==> src/rtl/dev_timer_if.sv <==
// ---------------------------------------------------------------------------
// dev_timer_if
//   CPU device-bus bundle between the CPU (master) and a memory-mapped
//   device such as dev_timer (slave).
//
//   praddr  CPU -> dev  32  byte address
//   wdin    CPU -> dev  32  write data
//   wecpu   CPU -> dev   1  write strobe, already qualified as device space
//   hit     dev -> CPU   1  address falls inside the device window
//   rdd     dev -> CPU  32  combinational read data, 0 when !hit
//   intreq  dev -> CPU   1  interrupt request
// ---------------------------------------------------------------------------
interface dev_timer_if;
    logic [31:0] praddr;
    logic [31:0] wdin;
    logic        wecpu;
    logic        hit;
    logic [31:0] rdd;
    logic        intreq;

    modport master (
        output praddr, wdin, wecpu,
        input  hit, rdd, intreq
    );

    modport slave (
        input  praddr, wdin, wecpu,
        output hit, rdd, intreq
    );
endinterface

==> src/rtl/dev_timer.sv <==
// ---------------------------------------------------------------------------
// dev_timer
//   Memory-mapped programmable down-counter on the CPU device bus. Decodes
//   a 16-byte window at BASE, services register writes, returns read data
//   combinationally and raises an interrupt either once (one-shot) or as a
//   one-cycle pulse every PRESET+3 cycles (auto-reload).
//
//   Register map (offset = praddr[3:2], praddr[1:0] ignored):
//     0 CTRL   [0] EN, [2:1] MODE (01 auto-reload, else one-shot), [3] IM
//     1 PRESET 32-bit read/write
//     2 COUNT  32-bit read-only
//     3 -      reads 0, writes ignored
//
//   Ports:
//     clk    system clock, rising edge
//     reset  asynchronous, active-high
//     bus    dev_timer_if.slave (praddr, wdin, wecpu, hit, rdd, intreq)
// ---------------------------------------------------------------------------
module dev_timer #(
    parameter logic [31:0] BASE = 32'h0000_7f00
) (
    input  logic          clk,
    input  logic          reset,
    dev_timer_if.slave    bus
);

    typedef enum logic [1:0] {
        IDLE = 2'd0,
        LOAD = 2'd1,
        CNT  = 2'd2,
        INT  = 2'd3
    } state_e;

    typedef enum logic [1:0] {
        REG_CTRL   = 2'd0,
        REG_PRESET = 2'd1,
        REG_COUNT  = 2'd2,
        REG_RSVD   = 2'd3
    } reg_e;

    localparam logic [1:0] MODE_RELOAD = 2'b01;

    state_e      state_q;
    logic        en_q;
    logic [1:0]  mode_q;
    logic        im_q;
    logic [31:0] preset_q;
    logic [31:0] count_q;
    logic        irq_q;

    logic        hit;
    reg_e        reg_sel;
    logic        wr_ctrl;
    logic        wr_preset;
    logic [31:0] rd_data;

    // Data bits above CTRL[3] and the byte-lane bits of the address carry
    // no meaning for this device.
    logic unused_bits;
    assign unused_bits = ^{bus.wdin[31:4], bus.praddr[1:0]};

    // -----------------------------------------------------------------------
    // Address decode and read mux
    // -----------------------------------------------------------------------
    assign hit       = (bus.praddr[31:4] == BASE[31:4]);
    assign reg_sel   = reg_e'(bus.praddr[3:2]);
    assign wr_ctrl   = bus.wecpu && hit && (reg_sel == REG_CTRL);
    assign wr_preset = bus.wecpu && hit && (reg_sel == REG_PRESET);

    // NOTE: every output of an always_comb block gets a default first, so no
    // path through the case can leave it unassigned and infer a latch.
    always_comb begin
        rd_data = '0;
        if (hit) begin
            unique case (reg_sel)
                REG_CTRL:   rd_data = {28'b0, im_q, mode_q, en_q};
                REG_PRESET: rd_data = preset_q;
                REG_COUNT:  rd_data = count_q;
                REG_RSVD:   rd_data = '0;
            endcase
        end
    end

    assign bus.hit    = hit;
    assign bus.rdd    = rd_data;
    // Both terms are flops, so intreq is glitch-free towards the CPU.
    assign bus.intreq = irq_q & im_q;

    // -----------------------------------------------------------------------
    // Timer FSM and register file
    // -----------------------------------------------------------------------
    // NOTE: state is updated with non-blocking assignments only. The software
    // write section sits after the FSM case on purpose: when both touch the
    // same register on one edge, the later non-blocking assignment is the one
    // that lands, which gives the bus write priority over the FSM.
    always_ff @(posedge clk or posedge reset) begin
        if (reset) begin
            state_q  <= IDLE;
            en_q     <= 1'b0;
            mode_q   <= 2'b00;
            im_q     <= 1'b0;
            preset_q <= '0;
            count_q  <= '0;
            irq_q    <= 1'b0;
        end else begin
            unique case (state_q)
                IDLE: begin
                    if (en_q) begin
                        state_q <= LOAD;
                    end
                end

                LOAD: begin
                    count_q <= preset_q;
                    state_q <= CNT;
                end

                CNT: begin
                    if (!en_q) begin
                        state_q <= IDLE;
                    end else if (count_q != '0) begin
                        count_q <= count_q - 32'd1;
                    end else begin
                        state_q <= INT;
                        irq_q   <= 1'b1;
                    end
                end

                INT: begin
                    if (mode_q == MODE_RELOAD) begin
                        // Auto-reload: one-cycle pulse, keep running.
                        state_q <= LOAD;
                        irq_q   <= 1'b0;
                    end else begin
                        // One-shot: flag stays up until software touches
                        // CTRL or PRESET.
                        state_q <= IDLE;
                        en_q    <= 1'b0;
                    end
                end
            endcase

            if (wr_ctrl) begin
                en_q   <= bus.wdin[0];
                mode_q <= bus.wdin[2:1];
                im_q   <= bus.wdin[3];
            end

            if (wr_preset) begin
                preset_q <= bus.wdin;
            end

            if (wr_ctrl || wr_preset) begin
                irq_q <= 1'b0;
            end
        end
    end

endmodule

==> src/flat_wrapper.sv <==
// flat-port wrapper written by rule: the top's interface ports become plain ports
module dev_timer_flat 
#(
    parameter logic [31:0] BASE = 32'h0000_7f00
)
  (clk, reset, bus_praddr, bus_wdin, bus_wecpu, bus_hit, bus_rdd, bus_intreq);
  dev_timer_if bus_i ();
  input  logic clk;
  input  logic reset;
  input wire logic [$bits(bus_i.praddr)-1:0] bus_praddr;
  input wire logic [$bits(bus_i.wdin)-1:0] bus_wdin;
  input wire logic [$bits(bus_i.wecpu)-1:0] bus_wecpu;
  output wire logic [$bits(bus_i.hit)-1:0] bus_hit;
  output wire logic [$bits(bus_i.rdd)-1:0] bus_rdd;
  output wire logic [$bits(bus_i.intreq)-1:0] bus_intreq;
  assign bus_i.praddr = bus_praddr;
  assign bus_i.wdin = bus_wdin;
  assign bus_i.wecpu = bus_wecpu;
  assign bus_hit = bus_i.hit;
  assign bus_rdd = bus_i.rdd;
  assign bus_intreq = bus_i.intreq;
  dev_timer #(.BASE(BASE)) u_core (.clk(clk), .reset(reset), .bus(bus_i));
endmodule
==> config.mk <==
export PLATFORM = sky130hd
export DESIGN_NAME = dev_timer_flat
export DESIGN_NICKNAME = d
export VERILOG_FILES = /design/src/rtl/dev_timer_if.sv /design/src/rtl/dev_timer.sv /design/src/flat_wrapper.sv
export SDC_FILE = /design/constraint.sdc
export NUM_CORES = 1
export LEC_CHECK = 0
export CAP_MARGIN = 20
export CORE_MARGIN = 10
export CORE_UTILIZATION = 53
export DETAILED_ROUTE_END_ITERATION = 12
export PLACE_DENSITY = 0.85
export SLEW_MARGIN = 20
export SYNTH_ARGS = -nofsm -noshare
export SYNTH_HDL_FRONTEND = slang
export SYNTH_SLANG_ARGS = --single-unit
==> constraint.sdc <==
create_clock -name clk -period 6.7 [get_ports clk]
set_input_delay 1.34 -clock clk [delete_from_list [all_inputs] [get_ports clk]]
set_output_delay 1.34 -clock clk [all_outputs]
set_load 0.1 [all_outputs]
==> flow_summary.toml, run 1 <==
[power_and_ir_drop]
pwr-share-seq_pct = 45.0
swShare_pct = 25.8
p_leak_uw = 0.00243
peakVddDrop_mv = 0.0928
internal_power_uw = 718
power_switching_uw = 250
total_power_uw = 969
p_comb_share_pct = 13.6
clkPwrFrac_pct = 41.3
powerDensity_nw_per_um2 = 170

[cells_and_area]
n_antenna_cell = 0
area_delta_synth_final_pct = 25.5
layout.nets = 638
fin_util_pct = 68.9
fill_cells = 665
drive_gt1_share_pct = 19.5

[sta]
fin_crit_sh_pct = 73.9
tightest_slew_ns = 1.13
hold_viol = 0
fin_ws_ns = 1.75
skew_ns = 0.00971
setup_viol = 0
rsz0062_at_grt = "false"
slew_headroom_pct = 24.4
setup_tns_ns = 0
fmax_ghz = 0.202
drv_slew = 0
period_needed_ns = 4.95
fin_hold_ws_ns = 0.520

[synthesis]
synthDistinctLibCells = 73
synthArstFlopShare_pct = 100
synth.avg_cell_area_um2 = 9.30
synth_enable_flop_cells = 0
synth-seq-cells = 71
synth_fp_nets = 561
syn-cell-area_um2 = 4540
syn_inst = 488
synth-main-ff-cell = "dfrtp_1"
seq_area_frac_synth_pct = 39.2
synth_warnings = 0

[floorplan]
start_util_pct = 54.9
die_w_um = 113
core_area_um2 = 8260
ios = 101
fp.dieH_um = 113
row_count = 33
dieArea_um2 = 12700

[placed_design]
preCtsSetupSlack_ns = 1.76
io_buffers = 98
globalplace.congestion = 0.966
dp_hpwl_um = 9670

[clock_network]
ctsHoldBuffers = 0
root_buffer = "clkbuf_8"
ctsResizeCount = 0
clk_latency_ns = 0.36
cts_htree_levels = 3
clockBufferDepth = 2
clk_pin_slew_ns = 0.07
cts_tree = "done"
post_cts_buffers = 0
numCtsBuffers = 9
numClockSinks = 71

[worst_setup_path]
crit_chain = "clkdlybuf4s50_1 -> nor2b_2 -> buf_4 -> a22oi_1 -> nor2_1 -> buf_4"
crit_path_frequent_cell = "buf_4"
r2r-start = "u_core.state_q[1]"
reg2reg_slack_ns = 3.66
start_kind = "input pin"
cp_data_required_time_ns = 5.36
r2r_cells = 7
cp_top_family = "buffers and inverters"
crit_buf_inv = 3
end_kind = "output pin"
worstPathMaxFanout = 18
critical_path_class = "input pin to output pin"
crit_arrival_ns = 3.61
max_stage_delay_ns = 0.65
slowest_stage = "clkdlybuf4s50_1"
r2r_end = "u_core.count_q[10]"

[drt]
detail_route.wl_per_cell_um = 20.4
dr.pass1.iters = 5
routed_wl_um = 13800
final_antenna_net_count = 0
avgViaCountPerCell = 6.57
drc = 0
vias = 4433
drt_first_iter_violations = 465

[global_routing]
grt_max_degree = 72
grt_util_all_layers_pct = 21.9
antenna_found_initial = 0
grt_overflow_total = 0
first_global_vias = 4515
grt_pass1_wl_um = 23300

[min_path]
hold_depth = 1
hold_start = "u_core.preset_q[11]"
hold_end = "u_core.count_q[11]"
hold_class = "register to register"

[run_status]
status = "completed"

[job]
max_cap_violations = 0
[worst register-to-register path, delay by kind of cell, from the launching register on]
family | cells | cell delay [ns]
buf+inv | 3 | 0.68
compound gates | 2 | 0.39
flops | 1 | 0.42
fa+ha+maj | 1 | 0.56
simple gates | 1 | 0.93
[registers in the layout, indices dropped and copies added (netlist names)]
| signal | cells |
|---|---|
| u_core.count_q | 32 |
| u_core.en_q | 1 |
| u_core.im_q | 1 |
| u_core.irq_q | 1 |
| u_core.mode_q | 2 |
| u_core.preset_q | 32 |
| u_core.state_q | 2 |
[stage by stage]
step | cell area [um2] | std cells
after floorplan | 4540 | 488
after global placement | 5460 | 659
after detailed placement | 5460 | 659
after CTS | 5690 | 675
after global routing | 5690 | 675
final | 5690 | 675
[layout by cell type, fill, tap and decap left out, drive strengths merged, types with 6 or more instances in the layout]
cell type,n
dfrtp,71
nand3,6
ha,6
or3,9
nor3,12
nor4,16
nand2,30
o21ai,17
inv,10
clkdlybuf4s50,65
a21oi,17
nor2,65
o22ai,8
mux2,36
a211oi,8
nand4,9
a22oi,30
clkbuf,11
a31oi,7
buf,39
mux2i,6
and4,6
[cell usage after synthesis, types with 4 or more instances]
master    number  share of area, %
nand3_1        6              0.66
o31ai_1        4              0.66
mux2i_1        6               1.3
nor3b_1        4              0.66
and3_1         5              0.69
dfrtp_1       71                39
and2_1         4              0.55
a211oi_1       8               1.3
nand2b_1       4              0.55
buf_4          4              0.66
nand4_1        7              0.97
o21a_1         5              0.83
nor2_1        63               5.2
inv_1         10              0.83
a22oi_1       30               5.0
mux2_2        36               8.9
or3_1          9               1.2
nor3_1        11               1.2
a21oi_1       17               1.9
clkbuf_1      29               2.4
nand2_1       29               2.4
o22ai_1        8               1.1
and4_1         6               1.2
o211ai_1       5              0.83
a31oi_1        7              0.97
a311oi_1       4              0.77
o21ai_0       16               1.8
nor4_1        13               1.8
ha_1           6               1.7
[how the worst max path moves through the flow]
stage | startpoint | endpoint | depth (start not counted)
after floorplan | bus_praddr[3] | bus_rdd[11] | 6
after global placement | bus_praddr[2] | bus_rdd[8] | 6
after detailed placement | bus_praddr[2] | bus_rdd[12] | 6
after CTS | bus_praddr[2] | bus_rdd[12] | 6
after global routing | bus_praddr[3] | bus_rdd[12] | 6
final | bus_praddr[2] | bus_rdd[12] | 6
[area by class of cell]
cell class	instances	area (um2)	share of cell area (%)
multi-input cells	368	2570	45.1
repair buffers	104	943	16.6
inverters	11	41.3	0.725
clock inverters	5	80.1	1.41
flip-flops and latches	71	1780	31.2
clock buffers	11	151	2.66
well taps	105	131	2.31
[cell families after synthesis]
logic type	count (synthesis)	share of synthesized area, %
buffers and inverters	49	4.47
and+or+nand+nor	186	23.2
adders and majority gates	6	1.65
DFF	71	39.2
muxes	42	10.3
AOI/OAI and AO/OA	134	21.3
[power groups by stage]
stage	Combinational [uW]	Sequential [uW]	Clock [uW]
2_1_floorplan	70.9	441	0
3_3_place_gp	126	444	0
3_5_place_dp	128	445	0
4_1_cts	129	436	401
5_1_grt	143	437	424
6_report	132	436	401
[routing by layer]
metal / GRT usage [%] / part of all wire (%)
met1: 28.6 / 43
met3: 4.42 / 8.5
met2: 34.5 / 46
met5: 0 / 0
met4: 8.80 / 2.3
No activity file was read; power rests on OpenSTA's default activity.
==> inputs of run 2 (changes only) <==
- CORE_UTILIZATION: 53 -> 51
- PLACE_DENSITY: 0.85 -> 0.83
- clock period: 6.7 -> 4.56 ns (I/O delays scaled with it)
==> flow_summary.toml, run 2 (synthesis results as in run 1) <==
[cells_and_area]
fill_cells = 680
stdcell_count = 681
area_delta_synth_final_pct = 35.7
most-common-layout-cells = "dfrtp_1 (71), clkdlybuf4s50_1 (65), nor2_1 (63), mux2_2 (36), buf_12 (34)"
largestRegisters = "u_core.count_q x32, u_core.preset_q x32"
n_antenna_cell = 0
drive_gt1_share_pct = 19.9
layout.nets = 642
mostFrequentLayoutCell = "dfrtp_1"

[floorplan]
die_w_um = 114
fp.dieH_um = 114
dieArea_um2 = 13100
ios = 101
row_count = 34
start_util_pct = 52.3
core_area_um2 = 8680

[clock_network]
clockBufferDepth = 2
clk_latency_ns = 0.34
post_cts_buffers = 0
cts_htree_levels = 3
ctsHoldBuffers = 0
ctsResizeCount = 0
cts_tree = "done"
clk_pin_slew_ns = 0.07
numClockSinks = 71
numCtsBuffers = 9
root_buffer = "clkbuf_8"

[placed_design]
place_inst = 666
dp_hpwl_um = 10300
globalplace.congestion = 0.959
io_buffers = 98

[drt]
routed_wl_um = 14200
drt_first_iter_violations = 428
final_antenna_net_count = 0
detail_route.wl_per_cell_um = 20.9
vias = 4397
avgViaCountPerCell = 6.46
drc = 0
dr.pass1.iters = 4

[min_path]
hold_class = "register to register"

[power_and_ir_drop]
peakVddDrop_mv = 0.189
p_leak_uw = 0.00254
powerDensity_nw_per_um2 = 234
total_power_uw = 1440

[worst_setup_path]
reg2reg_slack_ns = 1.79
critical_path_class = "input pin to output pin"
crit_arrival_ns = 2.89
cp_data_required_time_ns = 3.65
end_kind = "output pin"
start_kind = "input pin"
worstPathMaxFanout = 36

[global_routing]
grt_util_all_layers_pct = 21.8
grt_max_degree = 41
grt_overflow_total = 0
antenna_found_initial = 0
grt_pass1_wl_um = 23600
first_global_vias = 4536

[job]
max_cap_violations = 0

[sta]
tightest_slew_ns = 0.968
setup_tns_ns = 0
setup_viol = 0
hold_viol = 0
skew_ns = 0.0106
slew_headroom_pct = 35.3
fin_crit_sh_pct = 83.4
fmax_ghz = 0.263
rsz0062_at_grt = "false"
period_needed_ns = 3.80
drv_slew = 0

[run_status]
status = "completed"
## run 2: cell count changes in the layout (fill, tap and decap cells not counted)
cell,previous run,this run
buf_4,39,9
bufinv_16,2,3
buf_12,0,34
clkbuf_8,11,9
## run 2: report_power, final
group	switching (uW)	internal (uW)	leakage (uW)
clock network	241	359	0.000111
registers	8.01	633	0.000987
logic	109	87.0	0.00144
## run 2: worst paths after layout
kind	from	to	cells past startpoint
max in group asynchronous	reset	u_core.preset_q[22]	3
hold / removal	u_core.preset_q[11]	u_core.count_q[11]	1
min in group asynchronous	reset	u_core.preset_q[5]	2
setup reg to reg	u_core.state_q[0]	u_core.count_q[31]	8
hold reg to reg	u_core.preset_q[11]	u_core.count_q[11]	1
setup / recovery	bus_praddr[25]	bus_rdd[6]	7
## run 2: critical path: stages
cell and delay, ns:
clkdlybuf4s50_1 0.40, nor4b_1 0.31, nand4_1 0.12, or3_1 0.38, buf_4 0.27, nor2_1 0.27, buf_12 0.21
## run 2: layout make-up
class | instances | area [um2] | area share, %
clock buffer | 9 | 124 | 2.01
clock inverter | 6 | 110 | 1.79
inverter | 11 | 41.3 | 0.671
multi-input combinational | 368 | 2570 | 41.7
sequential | 71 | 1780 | 28.9
tap | 108 | 135 | 2.20
timing repair buffer | 108 | 1400 | 22.7
## run 2: through the flow
step / hold slack, ns / cell area [um2] / setup WS [ns] / utilization [%]
floorplan: 0.478 / 4540 / 0.303 / -
global placement: 0.497 / 5910 / 0.777 / 68.2
detailed placement: 0.524 / 5910 / 0.741 / 68.2
CTS: 0.541 / 6150 / 0.736 / 70.8
global route: 0.553 / 6150 / 0.584 / 70.9
finish: 0.539 / 6150 / 0.757 / 70.9
## run 2: metal layers
metal  part of all wire [%]  track usage [%]  up-vias
li1                       -                -     2019
met5                      0                0        -
met4                    2.6             7.77        0
met3                    7.1             4.35       31
met1                     43             28.2     2146
met2                     47             35.5      201
